[src/rtl/add_round_key_unit_if.sv]
// Handshake and key-write bundle for add_round_key_unit; slave = the unit, master = its driver.
// Signal names and bit ordering ([0:DATA_W-1], byte 0 = bits 0:7) match the unit's datapath.
interface add_round_key_unit_if #(
    parameter int NUM_KEYS = 11,
    parameter int DATA_W   = 128,
    parameter int IDX_W    = $clog2(NUM_KEYS)
);
    logic               key_we;
    logic [IDX_W-1:0]   key_waddr;
    logic [0:DATA_W-1]  key_wdata;

    logic               in_valid;
    logic               in_ready;
    logic [IDX_W-1:0]   in_round;
    logic [0:DATA_W-1]  in_data;

    logic               out_valid;
    logic               out_ready;
    logic [IDX_W-1:0]   out_round;
    logic [0:DATA_W-1]  out_data;

    logic               key_err;

    modport master (
        output key_we, key_waddr, key_wdata,
        output in_valid, in_round, in_data,
        output out_ready,
        input  in_ready, out_valid, out_round, out_data, key_err
    );

    modport slave (
        input  key_we, key_waddr, key_wdata,
        input  in_valid, in_round, in_data,
        input  out_ready,
        output in_ready, out_valid, out_round, out_data, key_err
    );
endinterface

[src/rtl/add_round_key_unit.sv]
// AES AddRoundKey stage with an 11-slot round-key store; optional zeroize port under ARK_ZEROIZE_EN.
// Latency: 1 cycle from input accept to out_valid.
// Backpressure: output register plus 1-entry skid; in_ready is the registered "skid empty" flag.
module add_round_key_unit #(
    parameter int NUM_KEYS = 11,
    parameter int DATA_W   = 128
) (
    input  logic clk,
    input  logic n_rst,
`ifdef ARK_ZEROIZE_EN
    input  logic zeroize,
`endif
    add_round_key_unit_if.slave bus
);
    localparam int IDX_W = $clog2(NUM_KEYS);

    logic [0:DATA_W-1]  key_mem_q [NUM_KEYS];
    logic [0:DATA_W-1]  key_mem_d [NUM_KEYS];
    logic [NUM_KEYS-1:0] written_q, written_d;

    logic               out_valid_q, out_valid_d;
    logic [0:DATA_W-1]  out_data_q,  out_data_d;
    logic [IDX_W-1:0]   out_round_q, out_round_d;

    logic               skid_valid_q, skid_valid_d;
    logic [0:DATA_W-1]  skid_data_q,  skid_data_d;
    logic [IDX_W-1:0]   skid_round_q, skid_round_d;

    logic               key_err_q, key_err_d;

    logic               accept;
    logic               slot_written;
    logic               bypass;
    logic               lookup_err;
    logic [0:DATA_W-1]  key_sel;
    logic [0:DATA_W-1]  key_use;
    logic [0:DATA_W-1]  result;

    assign bus.in_ready  = !skid_valid_q;
    assign bus.out_valid = out_valid_q;
    assign bus.out_data  = out_data_q;
    assign bus.out_round = out_round_q;
    assign bus.key_err   = key_err_q;

`ifdef ARK_ZEROIZE_EN
    assign accept = bus.in_valid && !skid_valid_q && !zeroize;
`else
    assign accept = bus.in_valid && !skid_valid_q;
`endif

    // Key lookup; an out-of-range round matches no slot, so it XORs with zero and flags an error.
    always_comb begin
        key_sel      = '0;
        slot_written = 1'b0;
        for (int i = 0; i < NUM_KEYS; i++) begin
            if (bus.in_round == IDX_W'(i)) begin
                key_sel      = key_mem_q[i];
                slot_written = written_q[i];
            end
        end
        bypass     = bus.key_we && (bus.key_waddr == bus.in_round) &&
                     (int'(bus.key_waddr) < NUM_KEYS);
        key_use    = bypass ? bus.key_wdata : (slot_written ? key_sel : '0);
        lookup_err = !(bypass || slot_written);
        result     = bus.in_data ^ key_use;
    end

    always_comb begin
        key_mem_d = key_mem_q;
        written_d = written_q;
        for (int i = 0; i < NUM_KEYS; i++) begin
            if (bus.key_we && (bus.key_waddr == IDX_W'(i))) begin
                key_mem_d[i] = bus.key_wdata;
                written_d[i] = 1'b1;
            end
        end

        key_err_d = key_err_q | (accept && lookup_err);

        out_valid_d  = out_valid_q;
        out_data_d   = out_data_q;
        out_round_d  = out_round_q;
        skid_valid_d = skid_valid_q;
        skid_data_d  = skid_data_q;
        skid_round_d = skid_round_q;

        if (!out_valid_q || bus.out_ready) begin
            // Output slot frees up: a parked skid entry always goes first.
            if (skid_valid_q) begin
                out_valid_d  = 1'b1;
                out_data_d   = skid_data_q;
                out_round_d  = skid_round_q;
                skid_valid_d = 1'b0;
            end else if (accept) begin
                out_valid_d = 1'b1;
                out_data_d  = result;
                out_round_d = bus.in_round;
            end else begin
                out_valid_d = 1'b0;
            end
        end else if (accept) begin
            skid_valid_d = 1'b1;
            skid_data_d  = result;
            skid_round_d = bus.in_round;
        end

`ifdef ARK_ZEROIZE_EN
        if (zeroize) begin
            for (int i = 0; i < NUM_KEYS; i++) key_mem_d[i] = '0;
            written_d    = '0;
            out_valid_d  = 1'b0;
            out_data_d   = '0;
            skid_valid_d = 1'b0;
            skid_data_d  = '0;
        end
`endif
    end

    always_ff @(posedge clk or negedge n_rst) begin
        if (!n_rst) begin
            key_mem_q    <= '{default: '0};
            written_q    <= '0;
            out_valid_q  <= 1'b0;
            out_data_q   <= '0;
            out_round_q  <= '0;
            skid_valid_q <= 1'b0;
            skid_data_q  <= '0;
            skid_round_q <= '0;
            key_err_q    <= 1'b0;
        end else begin
            key_mem_q    <= key_mem_d;
            written_q    <= written_d;
            out_valid_q  <= out_valid_d;
            out_data_q   <= out_data_d;
            out_round_q  <= out_round_d;
            skid_valid_q <= skid_valid_d;
            skid_data_q  <= skid_data_d;
            skid_round_q <= skid_round_d;
            key_err_q    <= key_err_d;
        end
    end
endmodule

[src/flat_wrapper.sv]
// flat-port wrapper written by rule: the top's interface ports become plain ports
module add_round_key_unit_flat 
#(
    parameter int NUM_KEYS = 11,
    parameter int DATA_W   = 128
)
  (clk, n_rst, bus_key_we, bus_key_waddr, bus_key_wdata, bus_in_valid, bus_in_round, bus_in_data, bus_out_ready, bus_in_ready, bus_out_valid, bus_out_round, bus_out_data, bus_key_err);
  add_round_key_unit_if #(.NUM_KEYS(NUM_KEYS), .DATA_W(DATA_W)) bus_i ();
  input  logic clk;
  input  logic n_rst;
  input wire logic [$bits(bus_i.key_we)-1:0] bus_key_we;
  input wire logic [$bits(bus_i.key_waddr)-1:0] bus_key_waddr;
  input wire logic [$bits(bus_i.key_wdata)-1:0] bus_key_wdata;
  input wire logic [$bits(bus_i.in_valid)-1:0] bus_in_valid;
  input wire logic [$bits(bus_i.in_round)-1:0] bus_in_round;
  input wire logic [$bits(bus_i.in_data)-1:0] bus_in_data;
  input wire logic [$bits(bus_i.out_ready)-1:0] bus_out_ready;
  output wire logic [$bits(bus_i.in_ready)-1:0] bus_in_ready;
  output wire logic [$bits(bus_i.out_valid)-1:0] bus_out_valid;
  output wire logic [$bits(bus_i.out_round)-1:0] bus_out_round;
  output wire logic [$bits(bus_i.out_data)-1:0] bus_out_data;
  output wire logic [$bits(bus_i.key_err)-1:0] bus_key_err;
  assign bus_i.key_we = bus_key_we;
  assign bus_i.key_waddr = bus_key_waddr;
  assign bus_i.key_wdata = bus_key_wdata;
  assign bus_i.in_valid = bus_in_valid;
  assign bus_i.in_round = bus_in_round;
  assign bus_i.in_data = bus_in_data;
  assign bus_i.out_ready = bus_out_ready;
  assign bus_in_ready = bus_i.in_ready;
  assign bus_out_valid = bus_i.out_valid;
  assign bus_out_round = bus_i.out_round;
  assign bus_out_data = bus_i.out_data;
  assign bus_key_err = bus_i.key_err;
  add_round_key_unit #(.NUM_KEYS(NUM_KEYS), .DATA_W(DATA_W)) u_core (.clk(clk), .n_rst(n_rst), .bus(bus_i));
endmodule
[config.mk]
export PLATFORM = sky130hd
export DESIGN_NAME = add_round_key_unit_flat
export DESIGN_NICKNAME = d
export VERILOG_FILES = /design/src/rtl/add_round_key_unit_if.sv /design/src/rtl/add_round_key_unit.sv /design/src/flat_wrapper.sv
export SDC_FILE = /design/constraint.sdc
export NUM_CORES = 2
export LEC_CHECK = 0
export BUFFER_PORTS_ARGS = -buffer_cell sky130_fd_sc_hd__buf_2
export CAP_MARGIN = 20
export CELL_PAD_IN_SITES_DETAIL_PLACEMENT = 0
export CELL_PAD_IN_SITES_GLOBAL_PLACEMENT = 1
export CORE_MARGIN = 3
export CORE_UTILIZATION = 50
export CTS_BUF_LIST = sky130_fd_sc_hd__clkbuf_8 sky130_fd_sc_hd__clkbuf_16
export CTS_CLUSTER_SIZE = 12
export DETAILED_ROUTE_END_ITERATION = 10
export HOLD_SLACK_MARGIN = 0.12
export PLACE_DENSITY = 0.81
export SETUP_SLACK_MARGIN = 0.4
export SYNTH_ARGS = -nofsm -noshare
export SYNTH_HDL_FRONTEND = slang
export SYNTH_SLANG_ARGS = --single-unit
[constraint.sdc]
create_clock -name clk -period 2.7 [get_ports clk]
set_input_delay 0.27 -clock clk [delete_from_list [all_inputs] [get_ports clk]]
set_output_delay 0.27 -clock clk [all_outputs]
set_load 0.02 [all_outputs]
# Word level (Yosys, flattened, before mapping)
# Cells that the tools add are included.
# Widths: inputs -> output; s select.
# totals
reg_bits	1686
mem_bits_rw	0
elab_cells	112
out_inout_bits	135
memories	0
latchBits	0
inputBits	269
rom_bits	0
# op_classes
shifts	0
n_reduce_logical	26
eq_ne	21
muxes	32
magnitude_cmp	1
n_div	0
n_bitwise	3
multipliers	0
addsub	0
# ops
operator	n
$mux 128	15
$xor 128x128->128	1
$eq 4x3->1 const B	8
$eq 4x4->1 const B	6
$eq 4x2->1 const B	4
$logic_and 1x1->1	15
$mux 1	15
$eq 4x1->1 const B	2
$logic_not 4->1	2
$mux 4	2
$eq 4x4->1	1
$lt 4x4->1 const B	1
$reduce_and 2->1	2
$reduce_bool 2->1	2
$logic_not 1->1	3
$logic_or 1x1->1	2
$not 1->1	1
$or 1x1->1	1

# Depth between registers and ports, before layout
# logic_depth
ltp_word	17
ltp_mapped	13
depth_no_buf	7

# Least setup slack after synthesis
# Ideal clock, no wire load.
# synth_path
path_type	input to register
start	in bus_in_round[0]
end	reg u_core.out_data_q, in the netlist u_core.bus.out_data[11]
setup_slack_ns	0.289
t_arrival_ns	2.273
required_time_ns	2.562
setup_ns	0.138
path_stages	10
n_path_buf	4
cell_sequence	buf_2 buf_6 buf_6 buf_2 mux4_2 a221oi_1 o221ai_1 o211ai_1 xor2_1 o22ai_1
# synth_via
elab_chain_cells	17
elab_cells_between_ends	41
classes_between	eq/ne: 11; mux: 26; bitwise: 1; reduce/logical: 3
# synth_rtl
item	line	text
from (decl)	flat_wrapper.sv:15	input wire logic [$bits(bus_i.in_round)-1:0] bus_in_round;
$logic_not 4->1	add_round_key_unit.sv:56	if (bus.in_round == IDX_W'(i)) begin
$mux 128 or $mux 1 (tied branches) (11 in a row)	add_round_key_unit.sv:56	
$mux 128	add_round_key_unit.sv:63	key_use = bypass ? bus.key_wdata : (slot_written ? key_sel : '0);
$mux 128 *	add_round_key_unit.sv:63	
$xor 128x128->128 *	add_round_key_unit.sv:65	result = bus.in_data ^ key_use;
$mux 128 *	add_round_key_unit.sv:94	end else if (accept) begin
$mux 128 *	add_round_key_unit.sv:89	if (skid_valid_q) begin
to (signal assigned)	add_round_key_unit.sv:134	out_data_q <= out_data_d;
to (decl)	add_round_key_unit.sv:22	logic [0:DATA_W-1] out_data_q, out_data_d;
# Every way passes the cells marked *; elsewhere a longest branch is shown, timed or not. The select of a mux whose other input is x is not followed.
# A chain may end at the register's enable or synchronous reset.

# Worst setup path after layout
# layout_path
start	reg u_core.written_q[1]
end	reg u_core.out_data_q, in the netlist u_core.bus.out_data[77]
# layout_via
elab_chain_cells	15
# layout_rtl
item	line	text
from (decl)	add_round_key_unit.sv:19	logic [NUM_KEYS-1:0] written_q, written_d;
from (signal assigned)	add_round_key_unit.sv:132	written_q <= written_d;
$mux 1 (10 in a row)	add_round_key_unit.sv:56	
$mux 128 (2 in a row)	add_round_key_unit.sv:63	
$xor 128x128->128	add_round_key_unit.sv:65	
$mux 128	add_round_key_unit.sv:94	
$mux 128	add_round_key_unit.sv:89	
# Every way passes these cells. The select of a mux whose other input is x is not followed.

==> flow_summary.json <==
{
  "outcome": "completed",
  "grt_usage_pct": 32.63,
  "endpoint_kind": "flop",
  "worst_pin_slew_ns": 0.7259,
  "grt_first_pass_wirelength_mm": 417.6,
  "postRouteAntennaNets": 0,
  "fp.dieH_um": 411.8,
  "ys_types": 76,
  "powerDensity_nw_per_um2": 752.8,
  "syn_area_um2": 82330,
  "postSynthCellCount": 6926,
  "hpwl_mm": 184.2,
  "p_leak_nw": 43.33,
  "worstPathMaxFanout": 5,
  "power.internal_w": 0.05353,
  "r2r_cells": 11,
  "finalSetupViolCount": 0,
  "rsz0062_at_grt": "true",
  "maxCapViolations": 0,
  "cp.required_ns": 3.46,
  "clkTransAtPathRegs_ns": 0.06,
  "antenna_found_initial": 32,
  "skew_ns": 0.02167,
  "htree_levels": 4,
  "hold_path_depth": 5,
  "path_cells": "nor2b_4 -> o2111ai_2 -> a22o_4 -> buf_6 -> a211oi_4 -> buf_6 -> buf_4 -> a221oi_2 -> buf_4 -> or3_4 -> nand3_2",
  "first_global_vias": 64114,
  "synth_nets": 7195,
  "pwr-share-comb_pct": 21.9,
  "finalCritPeriodShare_pct": 88.67,
  "num_rows": 148,
  "synth_edf_count": 0,
  "cts_tree": "done",
  "fin_util_pct": 61.40,
  "start_kind": "flop",
  "design.core.area_um2": 163100,
  "cts_made_buffers": 177,
  "worstSetupPathType": "reg2reg",
  "power.clock.fraction_pct": 32.2,
  "cp_data_arrival_time_ns": 3.16,
  "root_buffer": "clkbuf_16",
  "synthArstFlopShare_pct": 100.0,
  "routedWlPerCell_um": 28.31,
  "fin_nets": 7922,
  "grt_max_degree": 112,
  "portBuffers": 403,
  "wl_mm": 282.6,
  "hold_violations": 0,
  "synth_ff_type": "dfrtp_1",
  "overflow": 0,
  "fin_crit_ns": 2.394,
  "insertion_delay_ns": 0.84,
  "critPathTopFamily": "compound AO/OA/AOI/OAI gates",
  "via_count": 63981,
  "area_growth_pct": 21.66,
  "drt_pre_antenna_iters": 8,
  "die_w_um": 411.8,
  "yosysWarnings": 0,
  "tns_ns": 0,
  "drc_errors": 0,
  "p_sw_share_pct": 29.01,
  "ys_ff_latch": 1686,
  "boundaryPins": 404,
  "path_buf_inv": 4,
  "die_area_um2": 169600,
  "synth.yosys.seq_area_share_pct": 51.25,
  "crit_slowest_cell": "dfrtp_1",
  "max_stage_delay_ns": 0.39,
  "relSlewSlack_pct": 51.61,
  "slew_violations": 0,
  "p_seq_share_pct": 45.9,
  "drive_gt1_share_pct": 37.68,
  "avgSynthCellArea_um2": 11.89,
  "clock-sinks": 1686,
  "cp.depth": 11,
  "place_congestion": 0.8965,
  "hp-class": "in2reg",
  "drtIter0Drc": 7462,
  "clk_path_buf_depth": 3,
  "max_freq_mhz": 417.7,
  "ir_drop_mv": 0.5496,
  "viasPerCell": 6.411,
  "p_switching_w": 0.02187,
  "start_util_pct": 50.47
}
==> flip-flops by register name, summed over array words and instances, names as in the netlist <==
signal                flops
u_core.key_mem_q       1408
u_core.bus.out_data     128
u_core.skid_data_q      128
u_core.written_q         11
u_core.bus.out_round      4
u_core.skid_round_q       4
u_core.bus.key_err        1
u_core.bus.out_valid      1
u_core.skid_valid_q       1
==> through the flow <==
stage | std cells | cell area (um2) | hold WS, ns | worst slack, ns | power, W
finish | 9980 | 100200 | 0.1781 | 0.3058 | 0.07540
CTS | 9949 | 99300 | 0.1240 | 0.3829 | 0.07494
global route | 9968 | 100100 | 0.1654 | 0.2655 | 0.07842
detailed placement | 9346 | 90460 | 0.2614 | -0.6163 | 0.05024
floorplan | 6926 | 82400 | -0.02559 | 0.3960 | 0.04394
global placement | 9345 | 90450 | 0.2592 | -0.6584 | 0.04939
==> layout make-up <==
type                       count  area [um2]
fill                       12650       62980
sequential                  1686       42190
multi-input combinational   4527       38040
timing repair buffer        1255       11370
clock buffer                 226        5149
tap                         2175        2721
clock inverter                89       615.6
antenna                       16       40.04
inverter                       6       28.78
==> synthesized netlist by cell type (all sizes together) (22+ instances only) <==
library cell / count / area share, %
a211oi: 80 / 0.74
a21o: 38 / 0.35
a21oi: 292 / 1.8
a221o: 61 / 0.74
a221oi: 57 / 0.64
a22o: 87 / 0.93
a22oi: 150 / 1.4
a2bb2oi: 22 / 0.23
a32oi: 31 / 0.38
and2: 34 / 0.26
and3: 36 / 0.27
buf: 200 / 1.3
clkbuf: 507 / 2.3
dfrtp: 1686 / 51
mux2: 1487 / 20
mux2i: 144 / 1.8
mux4: 39 / 1.1
nand2: 361 / 1.7
nand2b: 111 / 0.84
nand3: 102 / 0.62
nand4: 35 / 0.27
nor2: 143 / 0.66
nor2b: 45 / 0.34
nor3: 59 / 0.36
o211ai: 63 / 0.57
o21a: 49 / 0.45
o21ai: 351 / 2.1
o221ai: 73 / 0.78
o22ai: 104 / 0.79
or3: 32 / 0.24
or4: 29 / 0.26
xnor2: 52 / 0.55
xor2: 126 / 1.3
==> layout by cell type (no fill, tap or decap), drive strengths merged, types with 25 or more instances in the layout <==
cell and n:
o221ai 73, and3 36, nor3 59, clkbuf 236
nand2 361, a221oi 57, and2 34, nor2b 45
buf 972, a32oi 31, nand3 102, a221o 61
or3 32, mux2 1487, a22oi 150, or4 29
o22ai 104, dlygate4sd3 273, nand4 35, o21a 49
clkinv 25, mux4 39, o211ai 63, a21oi 292
a211oi 80, o21ai 351, inv 63, xnor2 52
nor2 143, nand2b 111, xor2 126, mux2i 144
dfrtp 1686, a22o 87, a21o 38
==> logic make-up after synthesis <==
group,synth area share (%)
xor gates and xnor gates,1.894
AOI/OAI and AO/OA,13.61
muxes,23.16
and+or+nand+nor,6.473
DFF,51.25
buffers and inverters,3.622
==> layer usage <==
metal | vias to the layer above | track usage (%) | routed length, um
met5 | - | 0 | 101
met4 | 16 | 9.882 | 7730
met3 | 578 | 10.03 | 31900
met2 | 3138 | 48.26 | 123800
met1 | 33205 | 46.07 | 119000
li1 | 27044 | - | -
==> final timing paths <==
kind                                           start                       to  slack (ns)
worst min register to register  u_core.written_q[10]     u_core.written_q[10]        0.47
min in group asynchronous                      n_rst   u_core.skid_data_q[62]        0.26
worst min-delay path                bus_key_waddr[3]   u_core.key_mem_q[1129]        0.18
max in group asynchronous                      n_rst    u_core.key_mem_q[787]        1.68
worst max register to register   u_core.written_q[1]  u_core.bus.out_data[77]        0.31
worst max-delay path             u_core.written_q[1]  u_core.bus.out_data[77]        0.31
==> tightest hold or removal path: cells and delay by family <==
family,cells,cell delay [ns]
buf+inv,2,0.28
simple gates,2,0.23
mux,1,0.17
==> power groups by stage <==
stage	Clock [W]	Combinational (W)	Sequential (W)
floorplan	0	0.00959	0.0343
global placement	0	0.0150	0.0344
detailed placement	0	0.0154	0.0348
CTS	0.0245	0.0160	0.0344
global route	0.0256	0.0177	0.0351
finish	0.0243	0.0165	0.0346
==> timing repair <==
item | in CTS | in global routing
endpoints found under the hold margin | 3017 | 0
pin swaps | 11 | 57
setup buffers | 13 | 12
hold buffers | 274 | 0
resized for setup | 37 | 135
setup endpoints to repair | 132 | 161
cloned | 1 | 3
Power figures use the tool's default switching activity.
